`config.mk`:
```
export PLATFORM = sky130hd
export DESIGN_NAME = led_matrix_scanner
export DESIGN_NICKNAME = d
export VERILOG_FILES = /design/src/rtl/gol_pkg.sv /design/src/rtl/scan_timer.sv /design/src/rtl/led_matrix_scanner.sv
export SDC_FILE = /design/constraint.sdc
export NUM_CORES = 1
export LEC_CHECK = 0
export ABC_CLOCK_PERIOD_IN_PS = 4600
export BUFFER_PORTS_ARGS = -buffer_cell sky130_fd_sc_hd__buf_2
export CORE_MARGIN = 3
export CORE_UTILIZATION = 45
export DETAILED_ROUTE_END_ITERATION = 16
export SYNTH_ARGS = -nofsm -noshare
export SYNTH_HDL_FRONTEND = slang
export SYNTH_SLANG_ARGS = --single-unit
```
`constraint.sdc`:
```
create_clock -name clk -period 4.6 [get_ports clk]
set_input_delay 0.92 -clock clk [delete_from_list [all_inputs] [get_ports clk]]
set_output_delay 0.92 -clock clk [all_outputs]
set_load 0.02 [all_outputs]
```
`src/rtl/gol_pkg.sv`:
```
// Shared Game of Life display definitions: grid geometry, scanner FSM
// states and a helper that pulls one row of cells out of a packed grid.
package gol_pkg;

    localparam int GRID_W    = 8;
    localparam int GRID_H    = 8;
    localparam int GRID_BITS = GRID_W * GRID_H;

    typedef enum logic [1:0] {
        IDLE  = 2'd0,
        SCAN  = 2'd1,
        BLANK = 2'd2
    } scan_state_t;

    // Cell (r,c) lives at bit 8*r+c, so row r is the byte starting at 8*r.
    function automatic logic [GRID_W-1:0] row_bits(
        input logic [GRID_BITS-1:0] grid,
        input logic [2:0]           row
    );
        return grid[{row, 3'b000} +: GRID_W];
    endfunction

endpackage

```
`src/rtl/scan_timer.sv`:
```
// Dwell counter shared by the row-lit interval and the blank interval.
// The count restarts from zero whenever load is high; expired flags the
// cycle on which the count equals limit, so an interval of N cycles uses
// limit = N-1 and asserts load on the expiring cycle to start the next one.
module scan_timer #(
    parameter int W = 10
) (
    input  logic         clk,
    input  logic         reset,
    input  logic         load,
    input  logic [W-1:0] limit,
    output logic         expired
);

    logic [W-1:0] cnt_q;
    logic [W-1:0] cnt_d;

    // Next count: restart on load, otherwise advance by one.
    always_comb begin
        cnt_d = cnt_q + W'(1);
        if (load) begin
            cnt_d = '0;
        end
    end

    // Count register with synchronous active-low reset.
    always_ff @(posedge clk) begin
        if (!reset) begin
            cnt_q <= '0;
        end else begin
            cnt_q <= cnt_d;
        end
    end

    assign expired = (cnt_q == limit);

endmodule

```
`src/rtl/led_matrix_scanner.sv`:
```
// Row-scanning driver for an 8x8 LED matrix fed with Game of Life grids.
//
// A frame arrives over a valid/ready handshake. Handshake rule: a transfer
// happens on every rising clk edge where frame_valid && frame_ready; the
// producer must hold frame and frame_valid stable until that edge, and
// frame_valid while frame_ready is low is simply not taken.
//
// The first frame after reset goes straight into the active buffer and the
// scan starts on row 0 the next cycle. Later frames land in a shadow buffer
// and are swapped in only at the frame boundary (last cycle of row 7), so a
// displayed frame never tears. The scan never returns to IDLE except through
// reset.
//
// Build option: define SCAN_BLANK_EN to insert BLANK_CYCLES dark cycles
// after every row (including row 7); the frame boundary then falls on the
// last dark cycle after row 7. Without it rows are back-to-back and
// BLANK_CYCLES only sizes the shared counter.
module led_matrix_scanner
    import gol_pkg::*;
#(
    parameter int CYCLES_PER_ROW = 1000,
    parameter int BLANK_CYCLES   = 4
) (
    input  logic                 clk,
    input  logic                 reset,
    input  logic [GRID_BITS-1:0] frame,
    input  logic                 frame_valid,
    output logic                 frame_ready,
    output logic [GRID_W-1:0]    row_sel,
    output logic [GRID_W-1:0]    col_data,
    output logic                 frame_done,
    output scan_state_t          state_dbg
);

    localparam int MAX_DWELL = (CYCLES_PER_ROW > BLANK_CYCLES) ? CYCLES_PER_ROW : BLANK_CYCLES;
    localparam int CNT_W     = (MAX_DWELL <= 2) ? 1 : $clog2(MAX_DWELL);

    localparam logic [CNT_W-1:0] ROW_LIMIT   = CNT_W'(CYCLES_PER_ROW - 1);
`ifdef SCAN_BLANK_EN
    localparam logic [CNT_W-1:0] BLANK_LIMIT = CNT_W'(BLANK_CYCLES - 1);
`endif

    scan_state_t            state_q, state_d;
    logic [2:0]             row_q, row_d;
    logic [GRID_BITS-1:0]   active_q, active_d;
    logic [GRID_BITS-1:0]   shadow_q, shadow_d;
    logic                   shadow_full_q, shadow_full_d;
    logic [GRID_W-1:0]      row_sel_q, row_sel_d;
    logic [GRID_W-1:0]      col_data_q, col_data_d;

    logic                   handshake;
    logic                   boundary;
    logic                   timer_load;
    logic [CNT_W-1:0]       timer_limit;
    logic                   dwell_expired;

    // The shadow is empty whenever we are idle, so ready there is just reset.
    assign frame_ready = reset && !shadow_full_q;
    assign handshake   = frame_valid && frame_ready;

    scan_timer #(
        .W (CNT_W)
    ) u_dwell (
        .clk     (clk),
        .reset   (reset),
        .load    (timer_load),
        .limit   (timer_limit),
        .expired (dwell_expired)
    );

    // Next-state logic: FSM, row index, buffers and registered display data.
    always_comb begin
        state_d       = state_q;
        row_d         = row_q;
        active_d      = active_q;
        shadow_d      = shadow_q;
        shadow_full_d = shadow_full_q;
        timer_load    = 1'b1;
        timer_limit   = ROW_LIMIT;
        boundary      = 1'b0;

        case (state_q)
            IDLE: begin
                if (handshake) begin
                    active_d = frame;
                    state_d  = SCAN;
                    row_d    = 3'd0;
                end
            end
            SCAN: begin
                timer_load = dwell_expired;
                if (dwell_expired) begin
`ifdef SCAN_BLANK_EN
                    state_d = BLANK;
`else
                    row_d = row_q + 3'd1;
                    if (row_q == 3'd7) begin
                        boundary = 1'b1;
                    end
`endif
                end
            end
`ifdef SCAN_BLANK_EN
            BLANK: begin
                timer_limit = BLANK_LIMIT;
                timer_load  = dwell_expired;
                if (dwell_expired) begin
                    state_d = SCAN;
                    row_d   = row_q + 3'd1;
                    if (row_q == 3'd7) begin
                        boundary = 1'b1;
                    end
                end
            end
`endif
            default: begin
                state_d = IDLE;
            end
        endcase

        // While scanning, accepted frames wait in the shadow buffer.
        if (state_q != IDLE && handshake) begin
            shadow_d      = frame;
            shadow_full_d = 1'b1;
        end

        // Swap only at the boundary; a handshake on the same cycle can only
        // happen with the shadow empty, so the two never collide.
        if (boundary && shadow_full_q) begin
            active_d      = shadow_q;
            shadow_full_d = 1'b0;
        end

        row_sel_d  = '0;
        col_data_d = '0;
        if (state_d == SCAN) begin
            row_sel_d  = GRID_W'(1) << row_d;
            col_data_d = row_bits(active_d, row_d);
        end
    end

    // State and buffer registers with synchronous active-low reset.
    always_ff @(posedge clk) begin
        if (!reset) begin
            state_q       <= IDLE;
            row_q         <= 3'd0;
            active_q      <= '0;
            shadow_q      <= '0;
            shadow_full_q <= 1'b0;
            row_sel_q     <= '0;
            col_data_q    <= '0;
        end else begin
            state_q       <= state_d;
            row_q         <= row_d;
            active_q      <= active_d;
            shadow_q      <= shadow_d;
            shadow_full_q <= shadow_full_d;
            row_sel_q     <= row_sel_d;
            col_data_q    <= col_data_d;
        end
    end

    assign row_sel    = row_sel_q;
    assign col_data   = col_data_q;
    assign frame_done = reset && boundary;
    assign state_dbg  = state_q;

endmodule

```
==> results of run 1 <==
[worst min-delay path by stage]
stage	startpoint	endpoint	cells past startpoint
detailed placement	u_dwell.cnt_q[0]	u_dwell.cnt_q[0]	1
floorplan	u_dwell.cnt_q[0]	u_dwell.cnt_q[0]	1
global route	shadow_q[62]	shadow_q[62]	2
CTS	u_dwell.cnt_q[0]	u_dwell.cnt_q[0]	1
finish	u_dwell.cnt_q[0]	u_dwell.cnt_q[0]	1
global placement	u_dwell.cnt_q[0]	u_dwell.cnt_q[0]	1
[power groups by stage]
| stage | clock network (uW) | registers [uW] | logic (uW) |
|---|---|---|---|
| finish | 1600 | 1460 | 246 |
| global route | 1680 | 1460 | 273 |
| CTS | 1620 | 1460 | 247 |
| detailed placement | 0 | 1490 | 245 |
| global placement | 0 | 1490 | 244 |
| floorplan | 0 | 1480 | 154 |
[routing by layer]
metal / up-vias / wire [um]
li1: 3545 / -
met1: 3535 / 11600
met2: 240 / 10800
met3: 31 / 1350
met4: 0 / 516
met5: - / 0
[cell type report]
class	instances	area (um2)
clock buffer	22	494
timing repair buffer	103	586
clock inverter	10	171
sequential	160	3200
fill	1670	8180
tap	225	282
inverter	10	37.5
multi-input combinational	705	4530
[through the flow]
stage | setup WS, ns | area, um2
after floorplan | 1.74 | 8110
after global placement | 1.38 | 8630
after detailed placement | 1.37 | 8630
after CTS | 1.34 | 9300
after global routing | 1.12 | 9300
final | 1.30 | 9300
[synthesized netlist by cell type (3+ instances only)]
master / instances
a211o_1: 7
a211oi_1: 28
a21boi_0: 64
a21oi_1: 3
a311oi_1: 15
a31oi_1: 10
and2_1: 5
and3_1: 28
and4_1: 4
buf_1: 7
buf_2: 19
buf_6: 3
clkbuf_1: 60
dfxtp_1: 160
ha_1: 3
inv_1: 10
mux2_2: 15
mux2i_1: 39
nand2_1: 189
nand2b_1: 4
nand3_1: 74
nand4_1: 20
nand4bb_1: 8
nor2_1: 50
nor2b_1: 5
o211a_1: 43
o21ai_0: 25
o31a_1: 3
o31ai_1: 18
o32ai_1: 7
or3_1: 3
xnor2_1: 4
[cells by family (layout without fill, tap and decap cells)]
group / Yosys count / count (layout) / share of synthesized area
DFF: 160 / 160 / 0.395
AOI/OAI and AO/OA: 232 / 232 / 0.226
buffers and inverters: 100 / 145 / 0.0524
xor gates and xnor gates: 6 / 6 / 0.00648
adders and majority gates: 3 / 3 / 0.00463
other: 1 / 1 / 0.000462
muxes: 55 / 55 / 0.0703
and+or+nand+nor: 408 / 408 / 0.245
[state kept, by name, indices dropped and copies added (netlist names)]
register	cells
u_dwell.cnt_q	10
row_q	3
col_data	8
shadow_full_q	1
state_dbg	2
active_q	64
row_sel	8
shadow_q	64
==> run summary, run 1 <==
The global routing stage identified its most utilized layer as met1. The most used flip-flop cell after synthesis is dfxtp_1. The final cell count without fillers is 1235.

The ratio of final minimum period to clock period is 0.717. The depth of the CTS H-tree came out at 4. The instance count on the critical path is 7. The top-area cell type share of the netlist area is 0.395. The final count of negative-setup-slack endpoints came out at 0. The number of buffers inserted for hold repair after clock tree synthesis is 0. The CTS buffer count is 17.

Setup repair after global routing left no endpoint under its margin. The cell total after placement came out at 1203. The ratio of cells with drive above 1 in the final layout came out at 0.162. The endpoint required time on the critical path came out at 4.96 ns. The net count of the mapped netlist came out at 1035. The global-route congestion overflow total is 0. The overall die height came out at 140 um. The part of the total power dissipated in sequential elements came out at 0.442. The largest net degree at the start of global routing came out at 81.

The worst supply voltage drop on vdd came out at 278 uV. Clock skew on the completed layout was measured at 0.00810 ns. The combinational cell fraction of total power came out at 0.075. The synthesized instance count came out at 965. Headroom to the max-slew limit came out at 0.259. The number of buffer and inverter stages on the critical path came out at 0. The cell with the biggest individual delay on the critical path is or3_1. For this run, design rule violations remaining after detail routing come to 0. Sorting the synthesized cells by area gives the leading types as dfxtp_1, nand2_1, a21boi_0.

The portion of total power attributed to the clock network came out at 0.484. In the global route stage, met3 resource usage came out at 0.0410. The first global-routing pass estimated 39100 um of wire. The internal portion of the total power is 2510 uW. The initial DRC count is 666.

The number of pins with negative max-slew slack in the final report is 0. The power consumption is 3310 uW. The floorplan step defined a die boundary enclosing 19700 um2.

The initial antenna violation count came out at 0. The I/O pin total is 87. STA classifies the critical path startpoint as a flop. The floorplan step set the die width to 140 um. For this run, the post-layout net count is 1067. The global router's overall resource usage is 0.246.

The async set or reset register ratio after synthesis came out at 0. The Yosys step of the flow raised 0 warnings. The total standard cell area after synthesis came out at 8110 um2. The run finished with clean final reports. The leakage component of the power came out at 0.00409 uW. For this design the ratio of total power to cell area is 355 nW/um2. The switching part of the total power came out at 0.239.

The capturing element type of the critical path is a flop. The share of synthesized area occupied by flip-flops and latches is 0.395. The clock latency of the later-clocked register in the worst-skew pair came out at 0.43 ns. The initialized floorplan defines 48 standard-cell rows. The minimum setup slack among reg-to-reg paths is 1.30 ns. The number of iterations in the first detailed-routing pass is 5. The final wirelength is 24300 um.

After detailed routing, the number of vias per cell comes to 5.95. The count of cell types in the netlist is 59. The final weighted congestion of routability-driven global placement came out at 0.822. The startpoint identified for the worst register-to-register timing path is u_dwell.cnt_q[0]. Data arrives at the worst endpoint at 3.66 ns. The initial standard-cell utilization of the core is 0.464.

In this run the deepest clock path goes through 2 buffers. The most critical setup path has its endpoint at col_data[5]. In the layout the commonest cells are nand2_1, dfxtp_1, buf_2. The worst flop-to-flop path endpoint is col_data[5]. Port buffering added 86 buffers. The layout overhead on the synthesized area came out at 14.7%. Across the run, the number of max-cap violations was 0. Walking the worst path, the cells encountered are ha_1, and4b_1, and3_1, nand4_1, or3_1, o32ai_1, nand4bb_1. Counting every sink on the clock net gives 160. The via count of the first global-routing pass was 6858. Leaving out fill and tap cells, the most frequent cell in the layout is nand2_1. The number of setup buffers added after CTS is 0.

The total negative slack came out at 0 ns. The residual antenna-violating net count after detailed routing is 0. TritonCTS built the clock tree. The average instance area after synthesis is 8.41 um2.

The biggest area consumer among synthesized cells is dfxtp_1. The total number of vias is 7351. 0 antenna diodes ended up in the layout. The depth of the most critical reg-to-reg path came out at 7. The post-layout utilization of the core is 0.532. For met2 alone, demand over resource in global routing was 0.364.

The cell family contributing the most delay on the critical path is simple AND/OR/NAND/NOR gates. The clock-pin slew on the worst setup and hold paths came out at 0.07 ns. For met1 alone, demand over resource in global routing was 0.366.

The post-CTS resize count came out at 0. The detailed-placement wirelength estimate is 15800 um. The average detailed-routed wire length per instance came out at 19.6 um.

The startpoint-to-endpoint class of the critical path is flop to flop. Synthesis inferred 160 register bits. The worst min-delay path category is flop to flop. The area of the core region is 17500 um2. At the pin with the least slew margin, the transition time is 1.11 ns. In this run, synthesis inferred 0 flip-flops with an integrated enable. On the final layout, the worst hold slack is 0.462 ns. The analysis attributes to net switching a power of 791 uW. The number of endpoints with negative hold slack in the final report is 0. Along the worst path, the maximum fanout reaches 20. The tree is rooted in a clkbuf_16. The launching instance or port of the critical path is u_dwell.cnt_q[0]. The smallest clock period supported by the final layout is computed as 3.30 ns. The maximum operating frequency came out at 0.303 GHz. In this design, the stage delay of the slowest critical-path cell is 0.83 ns.
Note: power is estimated with default switching activity, not from simulation.
==> inputs of run 2 (changes only) <==
--- a/config.mk
+++ b/config.mk
@@ -5,7 +5,7 @@
 export SDC_FILE = /design/constraint.sdc
 export NUM_CORES = 1
 export LEC_CHECK = 0
-export ABC_CLOCK_PERIOD_IN_PS = 4600
+export ABC_CLOCK_PERIOD_IN_PS = 3300
 export BUFFER_PORTS_ARGS = -buffer_cell sky130_fd_sc_hd__buf_2
 export CORE_MARGIN = 3
 export CORE_UTILIZATION = 45
==> constraint.sdc (replaced) <==
create_clock -name clk -period 3.3 [get_ports clk]
set_input_delay 0.66 -clock clk [delete_from_list [all_inputs] [get_ports clk]]
set_output_delay 0.66 -clock clk [all_outputs]
set_load 0.02 [all_outputs]
==> run 2 against run 1 <==
Against the previous run:
- setup slack worse by 0.88 ns
- highest routed layer unchanged
- maximum frequency grew 15%
- total power rose by 32%
- cell count is 0.24% higher
- combinational power rose by 41%
- via count fell by 0.67%
- sequential share of layout area is 0.15 points higher
- sequential cell count unchanged
- clock power rose by 25%
- global-route usage is 0.83 points lower
- critical path depth decreased by 1
- critical endpoint unchanged
==> run summary, run 2 (synthesized netlist as in run 1, its figures left out) <==
The critical path goes through nand2b_1, nor4_1, a221o_1, nand2b_1, o32ai_1, nand4bb_1. The number of violations of the max-capacitance limit is 0 (unchanged). The actual transition at the worst max-transition pin is 1.10 ns (-0.00355 ns). The instance area at placement came out at 8670 um2 (+0.41%). The layout net count came out at 1070 (+0.28%). The worst hold path belongs to the class flop to flop. The overall die height was 140 um (unchanged).

The detailed-placement wirelength estimate came out at 15600 um (-1.4%). The floorplan die area is 19700 um2 (unchanged). The largest registers in the layout are active_q x64, shadow_q x64, u_dwell.cnt_q x10. The longest individual stage delay on the worst path came out at 0.65 ns (-0.18 ns). The count of port buffers added during placement came out at 86 (unchanged). The number of buffers inserted for hold repair after clock tree synthesis came out at 0 (unchanged). The final period demand of the worst path is 2.88 ns (-0.419 ns). The power density relative to cell area was 473 nW/um2 (+33%). The I/O pin total came out at 87 (unchanged). The largest clock skew in the final design came out at 0.00755 ns (-0.000546 ns). The number of iterations in the first detailed-routing pass came out at 7 (+2).

The worst hold path begins at u_dwell.cnt_q[0]. The run finished with clean final reports. Clock tree synthesis selected as its root buffer the cell clkbuf_16. The via count of the first global-routing pass is 6664 (-2.8%).

The global router's overall resource usage came to 0.238 (-0.00833). The total number of vias is 7302 (-0.67%). The initial DRC count came out at 617 (-7.4%).

The final wirelength is 24000 um (-1.2%). The number of fill cells is 1674 (+0.24%). The area occupied by multi-input gates was 4530 um2 (unchanged). The tightest slew margin relative to the limit is 0.264 (+0.00517). The setup path with the least slack is of type flop to flop. The endpoint arrival time on the critical path is 3.25 ns (-0.41 ns). The highest fanout seen on the critical path is 16 (-20%).

The number of DRC violations after detailed routing is 0 (unchanged). The cell total after placement is 1206 (+0.25%). The initial antenna violation count is 0 (unchanged). The final count of negative-setup-slack endpoints came out at 0 (unchanged). The post-CTS resize count was 0 (unchanged). The number of pins with negative max-slew slack in the final report came to 0 (unchanged). The number of endpoints with negative hold slack in the final report is 0 (unchanged). The first-pass GRT wire length is 37600 um (-4.0%). The die extent in x was 140 um (unchanged). The clock latency of the later-clocked register in the worst-skew pair is 0.43 ns (about the same). The worst supply voltage drop on vdd is 360 uV (+29%).

The ratio of final minimum period to clock period came out at 0.872 (+0.155). The combined flip-flop and latch cell area is 3200 um2 (unchanged). The largest net degree at the start of global routing came out at 115 (+42%). The average detailed-routed wire length per instance is 19.4 um (-1.4%). The ratio of cells with drive above 1 in the final layout is 0.164 (+0.00149). The maximum operating frequency is 0.347 GHz (+15%). Among the stages of the critical path, the cell type that occurs most often is nand2b_1. The reg-to-reg critical path startpoint is state_dbg[0]. Setup repair after global routing left no endpoint under its margin. The launching instance or port of the critical path is state_dbg[0]. The area of the core region came out at 17500 um2 (unchanged). The top cell types in the final layout, fill and taps aside, are nand2_1, dfxtp_1, buf_2.

The power consumption came out at 4380 uW (+32%). The CTS buffer count is 17 (unchanged). The final weighted congestion of routability-driven global placement is 0.815 (-0.88%). The final cell count without fillers came out at 1238 (+0.24%). The worst setup path is launched from a flop.

The residual antenna-violating net count after detailed routing is 0 (unchanged). The leakage component of the power was 0.00408 uW (-0.32%). The cell with the biggest individual delay on the critical path is dfxtp_1. The area of all placed cells without fillers is 9260 um2 (-0.43%).

The via density per instance came out at 5.90 (-0.91%). The site row count is 48 (unchanged). The most common library cell in the layout ignoring fill and taps is nand2_1. The maximum root-to-sink buffer count is 2 (unchanged).

The number of setup buffers added after CTS is 0 (unchanged). TritonCTS built the clock tree. The TritonCTS sink count came out at 160 (unchanged). The clock-pin slew on the worst setup and hold paths is 0.07 ns (about the same). The global-route congestion overflow total is 0 (unchanged).

The number of inserted diodes is 0 (unchanged). The total negative slack came out at 0 ns (unchanged). From synthesis to final layout, the design area changed by 14.2%. The capturing element type of the critical path is a flop. The depth of the CTS H-tree was 4 (unchanged). The initial standard-cell utilization of the core is 0.464 (unchanged).

The endpoint required time on the critical path is 3.67 ns (-1.29 ns).
==> run 2: worst paths after layout <==
| kind | endpoint | depth (start not counted) | slack (ns) |
|---|---|---|---|
| setup reg to reg | col_data[5] | 6 | 0.42 |
| setup / recovery | col_data[5] | 6 | 0.42 |
| hold / removal | u_dwell.cnt_q[0] | 1 | 0.47 |
| hold reg to reg | u_dwell.cnt_q[0] | 1 | 0.47 |
==> run 2: area by class of cell <==
cell class,count,share of cell area
Clock buffer,20,0.0493
Timing Repair Buffer,106,0.0670
Clock inverter,12,0.0145
Tap cell,225,0.0304
Multi-Input combinational cell,705,0.489
Inverter,10,0.00405
Sequential cell,160,0.346
==> run 2: where the power goes <==
group | internal, uW | total, uW | switching, uW
registers | 1990 | 2030 | 43.6
clock network | 1160 | 2000 | 839
logic | 137 | 346 | 209
==> run 2: per-stage QoR <==
| stage | hold slack [ns] | worst slack, ns | util |
|---|---|---|---|
| finish | 0.466 | 0.421 | 0.530 |
| global route | 0.491 | 0.164 | 0.530 |
| CTS | 0.468 | 0.405 | 0.530 |
| detailed placement | 0.454 | 0.434 | 0.496 |
| global placement | 0.444 | 0.522 | 0.496 |
| floorplan | 0.426 | 0.704 | - |
==> run 2: worst max-delay path: cells and delay by family, from the launching register on <==
kind	cells	cell delay, ns
and+or+nand+nor	4	1.23
DFF	1	0.65
AOI/OAI and AO/OA	2	0.93
==> run 2: metal layers <==
layer | wire length [um] | track usage | part of all wire
met1 | 11500 | 0.343 | 0.48
met2 | 10700 | 0.359 | 0.45
met3 | 1320 | 0.0451 | 0.055
met4 | 437 | 0.0760 | 0.018
met5 | 0 | 0 | 0
